<file path="config.mk">
export PLATFORM = sky130hd
export DESIGN_NAME = aes_round_engine
export DESIGN_NICKNAME = d
export VERILOG_FILES = /design/src/rtl/aes_pkg.sv /design/src/rtl/aes_sub_byte.sv /design/src/rtl/aes_round_engine.sv
export SDC_FILE = /design/constraint.sdc
export NUM_CORES = 2
export LEC_CHECK = 0
export BUFFER_PORTS_ARGS = -buffer_cell sky130_fd_sc_hd__buf_2
export CORE_AREA = 5 5 645 647
export DETAILED_ROUTE_END_ITERATION = 12
export DIE_AREA = 0 0 650 652
export PLACE_DENSITY = 0.35
export REMOVE_ABC_BUFFERS = 1
export SLEW_MARGIN = 5
export SYNTH_ARGS = -nofsm -noshare
export SYNTH_HDL_FRONTEND = slang
export SYNTH_SLANG_ARGS = --single-unit
</file>
<file path="constraint.sdc">
create_clock -name clk -period 5.75 [get_ports clk]
set_input_delay 1.15 -clock clk [delete_from_list [all_inputs] [get_ports clk]]
set_output_delay 1.15 -clock clk [all_outputs]
set_load 0.03 [all_outputs]
</file>
<file path="src/rtl/aes_pkg.sv">
// Shared AES-128 definitions for the round engine: FSM states, round count,
// S-box table and GF(2^8) helpers.
package aes_pkg;

    typedef enum logic [1:0] {IDLE, ROUND, FINISH} fsm_t;

    localparam int NROUNDS = 10;

    // Element [15] holds byte 0 (the MSB byte of the 128-bit block).
    typedef logic [15:0][7:0] state_bytes_t;

    localparam logic [7:0] SBOX [256] = '{
        8'h63, 8'h7c, 8'h77, 8'h7b, 8'hf2, 8'h6b, 8'h6f, 8'hc5, 8'h30, 8'h01, 8'h67, 8'h2b, 8'hfe, 8'hd7, 8'hab, 8'h76,
        8'hca, 8'h82, 8'hc9, 8'h7d, 8'hfa, 8'h59, 8'h47, 8'hf0, 8'had, 8'hd4, 8'ha2, 8'haf, 8'h9c, 8'ha4, 8'h72, 8'hc0,
        8'hb7, 8'hfd, 8'h93, 8'h26, 8'h36, 8'h3f, 8'hf7, 8'hcc, 8'h34, 8'ha5, 8'he5, 8'hf1, 8'h71, 8'hd8, 8'h31, 8'h15,
        8'h04, 8'hc7, 8'h23, 8'hc3, 8'h18, 8'h96, 8'h05, 8'h9a, 8'h07, 8'h12, 8'h80, 8'he2, 8'heb, 8'h27, 8'hb2, 8'h75,
        8'h09, 8'h83, 8'h2c, 8'h1a, 8'h1b, 8'h6e, 8'h5a, 8'ha0, 8'h52, 8'h3b, 8'hd6, 8'hb3, 8'h29, 8'he3, 8'h2f, 8'h84,
        8'h53, 8'hd1, 8'h00, 8'hed, 8'h20, 8'hfc, 8'hb1, 8'h5b, 8'h6a, 8'hcb, 8'hbe, 8'h39, 8'h4a, 8'h4c, 8'h58, 8'hcf,
        8'hd0, 8'hef, 8'haa, 8'hfb, 8'h43, 8'h4d, 8'h33, 8'h85, 8'h45, 8'hf9, 8'h02, 8'h7f, 8'h50, 8'h3c, 8'h9f, 8'ha8,
        8'h51, 8'ha3, 8'h40, 8'h8f, 8'h92, 8'h9d, 8'h38, 8'hf5, 8'hbc, 8'hb6, 8'hda, 8'h21, 8'h10, 8'hff, 8'hf3, 8'hd2,
        8'hcd, 8'h0c, 8'h13, 8'hec, 8'h5f, 8'h97, 8'h44, 8'h17, 8'hc4, 8'ha7, 8'h7e, 8'h3d, 8'h64, 8'h5d, 8'h19, 8'h73,
        8'h60, 8'h81, 8'h4f, 8'hdc, 8'h22, 8'h2a, 8'h90, 8'h88, 8'h46, 8'hee, 8'hb8, 8'h14, 8'hde, 8'h5e, 8'h0b, 8'hdb,
        8'he0, 8'h32, 8'h3a, 8'h0a, 8'h49, 8'h06, 8'h24, 8'h5c, 8'hc2, 8'hd3, 8'hac, 8'h62, 8'h91, 8'h95, 8'he4, 8'h79,
        8'he7, 8'hc8, 8'h37, 8'h6d, 8'h8d, 8'hd5, 8'h4e, 8'ha9, 8'h6c, 8'h56, 8'hf4, 8'hea, 8'h65, 8'h7a, 8'hae, 8'h08,
        8'hba, 8'h78, 8'h25, 8'h2e, 8'h1c, 8'ha6, 8'hb4, 8'hc6, 8'he8, 8'hdd, 8'h74, 8'h1f, 8'h4b, 8'hbd, 8'h8b, 8'h8a,
        8'h70, 8'h3e, 8'hb5, 8'h66, 8'h48, 8'h03, 8'hf6, 8'h0e, 8'h61, 8'h35, 8'h57, 8'hb9, 8'h86, 8'hc1, 8'h1d, 8'h9e,
        8'he1, 8'hf8, 8'h98, 8'h11, 8'h69, 8'hd9, 8'h8e, 8'h94, 8'h9b, 8'h1e, 8'h87, 8'he9, 8'hce, 8'h55, 8'h28, 8'hdf,
        8'h8c, 8'ha1, 8'h89, 8'h0d, 8'hbf, 8'he6, 8'h42, 8'h68, 8'h41, 8'h99, 8'h2d, 8'h0f, 8'hb0, 8'h54, 8'hbb, 8'h16
    };

    function automatic logic [7:0] xtime(logic [7:0] b);
        return {b[6:0], 1'b0} ^ (b[7] ? 8'h1b : 8'h00);
    endfunction

    function automatic logic [7:0] gmul(logic [7:0] a, logic [7:0] b);
        logic [7:0] p;
        logic [7:0] x;
        p = 8'h00;
        x = a;
        for (int i = 0; i < 8; i++) begin
            if (b[i]) p = p ^ x;
            x = xtime(x);
        end
        return p;
    endfunction

    // 2*a_i ^ 3*a_(i+1) ^ a_(i+2) ^ a_(i+3) rewritten around the column parity.
    function automatic logic [31:0] mix_column(logic [31:0] col);
        logic [7:0] a0, a1, a2, a3, t;
        {a0, a1, a2, a3} = col;
        t = a0 ^ a1 ^ a2 ^ a3;
        return {a0 ^ t ^ xtime(a0 ^ a1), a1 ^ t ^ xtime(a1 ^ a2),
                a2 ^ t ^ xtime(a2 ^ a3), a3 ^ t ^ xtime(a3 ^ a0)};
    endfunction

endpackage

</file>
<file path="src/rtl/aes_sub_byte.sv">
// Single-byte AES S-box lookup, purely combinational.
module aes_sub_byte
    import aes_pkg::*;
(
    input  logic [7:0] din,
    output logic [7:0] dout
);

    assign dout = SBOX[din];

endmodule

</file>
<file path="src/rtl/aes_round_engine.sv">
// Iterative AES-128 encryptor: one round per clock, round keys supplied externally.
// Define AES_ROUND_DEBUG_EN to expose the state register and round counter.
module aes_round_engine
    import aes_pkg::*;
(
    input  logic         clk,
    input  logic         nreset,
    input  logic         start,
    input  logic [127:0] plaintext,
    input  logic [127:0] key,
    input  logic [127:0] rk1,
    input  logic [127:0] rk2,
    input  logic [127:0] rk3,
    input  logic [127:0] rk4,
    input  logic [127:0] rk5,
    input  logic [127:0] rk6,
    input  logic [127:0] rk7,
    input  logic [127:0] rk8,
    input  logic [127:0] rk9,
    input  logic [127:0] rk10,
    output logic         busy,
    output logic         done,
    output logic [127:0] cyphertext
`ifdef AES_ROUND_DEBUG_EN
    ,
    output logic [127:0] round_state,
    output logic [3:0]   round_idx
`endif
);

    localparam logic [3:0] LAST = 4'(NROUNDS);

    fsm_t         fsm_q, fsm_d;
    logic [3:0]   round_q, round_d;
    logic [127:0] state_q, state_d;
    logic [127:0] ct_q, ct_d;
    logic [127:0] rk, sr, mc, rnd_out;
    state_bytes_t sb;

    for (genvar i = 0; i < 16; i++) begin : g_sbox
        aes_sub_byte u_sub (.din(state_q[127-8*i -: 8]), .dout(sb[15-i]));
    end

    always_comb begin
        case (round_q)
            4'd1:    rk = rk1;
            4'd2:    rk = rk2;
            4'd3:    rk = rk3;
            4'd4:    rk = rk4;
            4'd5:    rk = rk5;
            4'd6:    rk = rk6;
            4'd7:    rk = rk7;
            4'd8:    rk = rk8;
            4'd9:    rk = rk9;
            4'd10:   rk = rk10;
            default: rk = '0;
        endcase
    end

    // Byte 4c+r sits at row r, column c; row r rotates left by r columns.
    always_comb begin
        sr = '0;
        mc = '0;
        for (int c = 0; c < 4; c++)
            for (int r = 0; r < 4; r++)
                sr[127-8*(4*c+r) -: 8] = sb[15-(4*((c+r)%4)+r)];
        for (int c = 0; c < 4; c++)
            mc[127-32*c -: 32] = mix_column(sr[127-32*c -: 32]);
    end

    assign rnd_out = ((round_q == LAST) ? sr : mc) ^ rk;

    always_comb begin
        fsm_d   = fsm_q;
        round_d = round_q;
        state_d = state_q;
        ct_d    = ct_q;
        case (fsm_q)
            IDLE, FINISH: begin
                fsm_d = IDLE;
                if (start) begin
                    state_d = plaintext ^ key;
                    round_d = 4'd1;
                    fsm_d   = ROUND;
                end
            end
            ROUND: begin
                if (round_q == 4'd0 || round_q > LAST) begin
                    fsm_d   = IDLE;
                    round_d = 4'd0;
                end else begin
                    state_d = rnd_out;
                    if (round_q == LAST) begin
                        ct_d    = rnd_out;
                        round_d = 4'd0;
                        fsm_d   = FINISH;
                    end else begin
                        round_d = round_q + 4'd1;
                    end
                end
            end
            default: begin
                fsm_d   = IDLE;
                round_d = 4'd0;
            end
        endcase
    end

    always_ff @(posedge clk or negedge nreset) begin
        if (!nreset) begin
            fsm_q   <= IDLE;
            round_q <= 4'd0;
            state_q <= '0;
            ct_q    <= '0;
        end else begin
            fsm_q   <= fsm_d;
            round_q <= round_d;
            state_q <= state_d;
            ct_q    <= ct_d;
        end
    end

    assign busy       = (fsm_q == ROUND);
    assign done       = (fsm_q == FINISH);
    assign cyphertext = ct_q;

`ifdef AES_ROUND_DEBUG_EN
    assign round_state = state_q;
    assign round_idx   = round_q;
`endif

endmodule

</file>
Word-level counts from Yosys, hierarchy flattened. Memories as Yosys holds them, arrays and structs flattened. Index checks and enable logic that the tools add are counted.

Multiply operators: 0. Eq/ne operators: 15. Bitwise operators: 91. Mux-type cells: 61. Magnitude comparators: 17. Shifts and indexed selects: 0. $add $sub $neg: 1. Reduce and logical (&&, ||, !) cells: 7. Divide/modulo/power cells: 0.

Operators by type and width (number): $pmux 128 s10 (1); $xor 8x8->8 (56); $mux 128 (3); $mux 8 (32); $pmux 128 s2 (1); $xor 128x128->128 (2); $ge 9x9->1 const B (16); $not 8->9 (16); $xor 8x5->8 (16); $mux 5 (16); $eq 4x3->1 const B (4); $eq 4x4->1 const B (3); $mux 4 (3); $eq 4x2->1 const B (2); $pmux 4 s2 (1); $reduce_and 3->1 (2); $add 4x1->4 const B (1); $eq 4x1->1 const B (1); $gt 4x4->1 const B (1); $logic_not 4->1 (1); $mux 2 (2); $ne 2x2->1 const B (2); $pmux 2 s2 (1); $ne 3x1->1 const B (1); other kinds (8) (8).

ROM bits: 32768. Word-level logic and storage cells: 212. Bits in writable memories: 0. Output and inout port bits: 130. Bits of input ports: 1539. Bits in latches: 0. Bits in registers: 262. Memories kept: 16.

Memory list: (no name shown) (words 256, bits a word 8, read ports 1, clocked after memory_dff 0, wr ports 0, RTL line aes_sub_byte.sv:9) `assign dout = SBOX[din];`; (no name shown) (words 256, bits a word 8, read ports 1, clocked after memory_dff 0, wr ports 0, RTL line aes_sub_byte.sv:9); (no name shown) (words 256, bits a word 8, read ports 1, clocked after memory_dff 0, wr ports 0, RTL line aes_sub_byte.sv:9); (no name shown) (words 256, bits a word 8, read ports 1, clocked after memory_dff 0, wr ports 0, RTL line aes_sub_byte.sv:9); (no name shown) (words 256, bits a word 8, read ports 1, clocked after memory_dff 0, wr ports 0, RTL line aes_sub_byte.sv:9); (no name shown) (words 256, bits a word 8, read ports 1, clocked after memory_dff 0, wr ports 0, RTL line aes_sub_byte.sv:9); +10 memories.

Logic depth before layout (Yosys ltp).
Depth after elaboration: 13. Mapped depth: 19. Mapped depth without buffers: 14.

Hierarchy. A second synthesis with hierarchy kept.

Cell total of the unflattened synthesis: 11668. Area, all modules: 80827.5 um^2.

By module, submodules not included: aes_sub_byte (g_sbox[10].u_sub ...) (cells an instance 507, area an instance 3179.3 um^2, seq. area each 0.0 um^2, times used 15); aes_round_engine (cells an instance 3532, area an instance 29768.6 um^2, seq. area each 6556.3 um^2, times used 1); aes_sub_byte (g_sbox[0].u_sub) (cells an instance 531, area an instance 3369.5 um^2, seq. area each 0.0 um^2, times used 1).

Worst setup path before layout. No wires, ideal clock.

Path kind: register to register. Start: register state_q[1]. End: register state_q[108]. Buffers on the path: 3. Cell stages (with the launch flop): 18. Period minus slack after synthesis: 4.479 ns. Setup time: 0.126 ns. Setup slack: 1.271 ns. Arrival: 4.353 ns. Required time: 5.624 ns. Path through: dfrtp_1 > clkbuf_1 > clkbuf_1 > inv_1 > ha_1 > and2_1 > clkbuf_1 > nor2_1 > mux4_2 > a21o_1 > mux4_2 > xor2_2 > xor2_1 > xnor2_1 > xnor2_1 > nand2_1 > xnor2_1 > a221o_1.

Word-level cells in the longest chain between the ends: 12. Elaborated cells between the ends (all ways): 14. Classes of those cells: mux (6); bitwise (7); memory (1).

Ends and longest elaborated chain: start: declaration (RTL line aes_round_engine.sv:35) `logic [127:0] state_q, state_d;`; start signal: assignment (RTL line aes_round_engine.sv:118) `state_q <= state_d;`; $not 8->9 (not written as such) * (RTL line aes_sub_byte.sv:9); $mem_v2 256x8 *; $mux 8 (not written as such) * (2 in series) (RTL line aes_sub_byte.sv:9); $xor 8x8->8 (RTL line aes_pkg.sv:53) `a2 ^ t ^ xtime(a2 ^ a3), a3 ^ t ^ xtime(a3 ^ a0)};`; $mux 5 (RTL line aes_pkg.sv:32) `return {b[6:0], 1'b0} ^ (b[7] ? 8'h1b : 8'h00);`; $xor 8x5->8 (RTL line aes_pkg.sv:32); $xor 8x8->8 * (RTL line aes_pkg.sv:53); $mux 128 * (RTL line aes_round_engine.sv:71) `assign rnd_out = ((round_q == LAST) ? sr : mc) ^ rk;`; $xor 128x128->128 * (RTL line aes_round_engine.sv:71); $mux 128 * (RTL line aes_round_engine.sv:88) `if (round_q == 4'd0 || round_q > LAST) begin`; $pmux 128 s2 * (RTL line aes_round_engine.sv:78) `case (fsm_q)`.

Mark *: on every way between the ends. The rest lies on a longest branch, timed or not. The select of a mux whose other input is x is not followed. A chain may end at the register's enable or synchronous reset.

Final worst setup path.
Start: register state_q[32]. End: register state_q[11].

Same word-level chain as after synthesis.

==> run_results.csv <==
group,metric,value,unit
worst_setup_path,reg2reg_depth,13,
worst_setup_path,cp-endpoint,"state_q[11]",
logic_synthesis,synth_flop_cell,"dfrtp_1",
global_route,grt_pass1_wl,967000,um
sta,final.setup.tns,0,ns
clocking,numCtsBuffers,52,
place,gp_congestion,1.02,
logic_synthesis,yosys_warnings,0,
die,rows,235,
place,io_buffers,1668,
route,dr.pass1.iters,9,
logic_synthesis,synthDistinctLibCells,130,
global_route,antenna_found_initial,271,
run,cap_violations,0,
sta,relSlewSlack,0.140,
sta,post-route-period-util,0.936,
die,die_y,652,um
sta,layout_min_cycle_time,5.38,ns
worst_setup_path,path_max_fanout,15,
worst_setup_path,cp-startpoint,"state_q[32]",
logic_synthesis,synth.avg_cell_area,6.97,sq um
route,vias,107510,
final_layout,layout-drive-gt1-share,0.244,
clocking,cts_sinks,262,
logic_synthesis,yosys-top-cells-area,"dfrtp_1 (8.3%), o21ai_0 (5.7%), xnor2_1 (5.5%)",
place,post_dp_cell_area,94200,sq um
clocking,h-tree-depth,2,
clocking,post_cts_buffers,0,
sta,setup_viol,0,
clocking,cts_tree,"yes",
final_layout,area.sequential,6650,sq um
global_route,grt_max_degree,157,
route,drt-total-wl,737000,um
clocking,cts_resized,0,
worst_setup_path,arrival,5.99,ns
final_layout,syn_to_final_growth,23.0,%
final_layout,n_fill_cell,46601,
sta,worst_pin_slew,1.28,ns
sta,hold_violations,0,
logic_synthesis,synth_area,78800,sq um
route,final_antenna_net_count,0,
clocking,root_buffer,"clkbuf_16",
logic_synthesis,async_reset_ff_frac,1.00,
die,core_area,409000,sq um
route,wl_met1,295000,um
final_layout,layout_commonest_cell,"buf_2",
clocking,cts_hold_buf,0,
logic_synthesis,syn_inst,11304,
worst_setup_path,crit_type,"reg -> reg",
route,drt_iter0_markers,15737,
final_layout,nets,14179,
sta,report.final.slew_viol_count,0,
clocking,cts_max_path_buffers,3,
logic_synthesis,synth_edf_count,0,
run_status,status,"completed",
logic_synthesis,ys_ff_latch,262,
clocking,clkTransAtPathRegs,0.06,ns
die,die_w,650,um
logic_synthesis,synth_top_area_frac,0.0832,
global_route,grt_pass1_vias,100139,
route,wl_met2,329000,um
worst_setup_path,cp.required,6.36,ns
final_layout,final_cell_mix,"buf_2 (1666), nand2_1 (931), o21ai_0 (892), nor2_1 (813), a21oi_1 (795)",
sta,fin_hold_ws,0.440,ns
worst_setup_path,rrSetupSlack,0.37,ns
die,start_util,0.193,
place,dp_hpwl,593000,um
route,drt-wirelength-per-cell,40.5,um
logic_synthesis,ys_seq_area_frac,0.0832,
sta,fin_worst_skew,0.104,ns
clocking,clk_latency,0.81,ns
sta,clock.fmax,0.186,GHz
die,die_area,424000,sq um
worst_setup_path,cp-end-kind,"flop",
route,met3_length,64100,um
logic_synthesis,yosysTopAreaCell,"dfrtp_1",
worst_setup_path,r2r-end,"state_q[11]",
final_layout,multiInputGateArea,65500,sq um
final_layout,final_area,96900,sq um
die,io_pins,1669,
route,maxUsedRoutingLayer,"met5",
route,drc,0,
worst_hold_path,hp-class,"in -> async",
route,viasPerCell,5.90,
global_route,grt_overflow,0,
final_layout,fin_util,0.237,
worst_setup_path,regToRegStartpoint,"state_q[32]",
global_route,track_usage,0.327,
sta,rsz0062_at_grt,"no",
worst_setup_path,crit_path_start_kind,"flop",
[cells by family (layout without fill, tap and decap cells)]
group | Yosys count | after routing | synth area share
AOI/OAI and AO/OA | 4481 | 4481 | 0.398
buffers and inverters | 1505 | 2656 | 0.0881
muxes | 299 | 299 | 0.0673
xor gates and xnor gates | 818 | 818 | 0.0964
adders and majority gates | 228 | 228 | 0.0362
DFF | 262 | 262 | 0.0832
other | 0 | 323 | 0
and+or+nand+nor | 3711 | 3711 | 0.231
[worst max-delay path, cell delays in order, from the launching register on]
cell and delay (ns):
dfrtp_1 0.60, inv_1 0.30, ha_1 0.80, nor3b_2 0.18
a22o_1 0.31, o311ai_0 0.41, o21ai_0 0.21, a21o_1 0.23
a21oi_1 0.90, xnor2_1 0.33, xnor3_1 0.25, nor2_1 0.20
xor2_1 0.33, o221ai_1 0.17
[area by class of cell]
cell class	instances	area share
clock inverter	31	0.00484
clock buffer	66	0.0149
sequential	262	0.0687
inverter	164	0.00651
antenna	323	0.00834
timing repair buffer	2395	0.151
tap	5451	0.0704
multi-input combinational	9537	0.676
[cell usage after synthesis, types with 47 or more instances]
master     instances
a211oi_1         238
a221oi_1         301
ha_1             228
o311ai_0         140
a311oi_1         164
a31oi_1          220
and2_1            95
nand4_1           66
a22o_1           229
o22ai_1           77
o211ai_1         228
buf_6             47
a21o_1            74
o21a_1            53
or3_1             67
nor2b_1          267
and3_1           152
o21ai_0          893
o2111ai_1         50
or2_2             84
a311o_1           54
nor2_1           818
nand2_1          936
nand2b_1         296
inv_1            131
o31ai_1          142
nand3_1          348
a21oi_1          796
buf_1            122
dfrtp_1          262
nor3_1           382
buf_4             92
clkbuf_1         624
mux2i_1           73
a22oi_1          245
o221ai_1          74
xor2_1           279
buf_2            449
mux4_2           174
xnor2_1          497
a211o_1           47
[stage by stage]
step / instances / worst slack (ns)
2_1_floorplan: 9963 / -8.57
5_1_grt: 18176 / 0.276
4_1_cts: 17906 / 0.521
6_report: 18229 / 0.370
3_5_place_dp: 17809 / 0.554
3_3_place_gp: 17809 / 0.431
[worst min path at each step]
| stage | start | endpoint | slack, ns |
|---|---|---|---|
| final | nreset | state_q[81] | 0.44 |
| after global routing | nreset | state_q[35] | 0.47 |
| after CTS | nreset | state_q[81] | 0.40 |
| after detailed placement | cyphertext[26] | cyphertext[26] | 0.46 |
| after global placement | cyphertext[9] | cyphertext[9] | 0.46 |
| after floorplan | fsm_q[0] | round_q[0] | 0.51 |
[flip-flops by register name, indices dropped and copies added (netlist names)]
name / count
state_q: 128
fsm_q: 2
round_q: 4
cyphertext: 128
[layer usage]
layer	global-route usage	vias to the layer above
li1	-	45658
met1	0.414	53400
met2	0.516	7071
met3	0.0697	1263
met4	0.179	118
met5	0	-
Power is left out: the tool's default activity adds up to more than one toggle a clock period on the data nets, which glitch-free logic cannot reach.
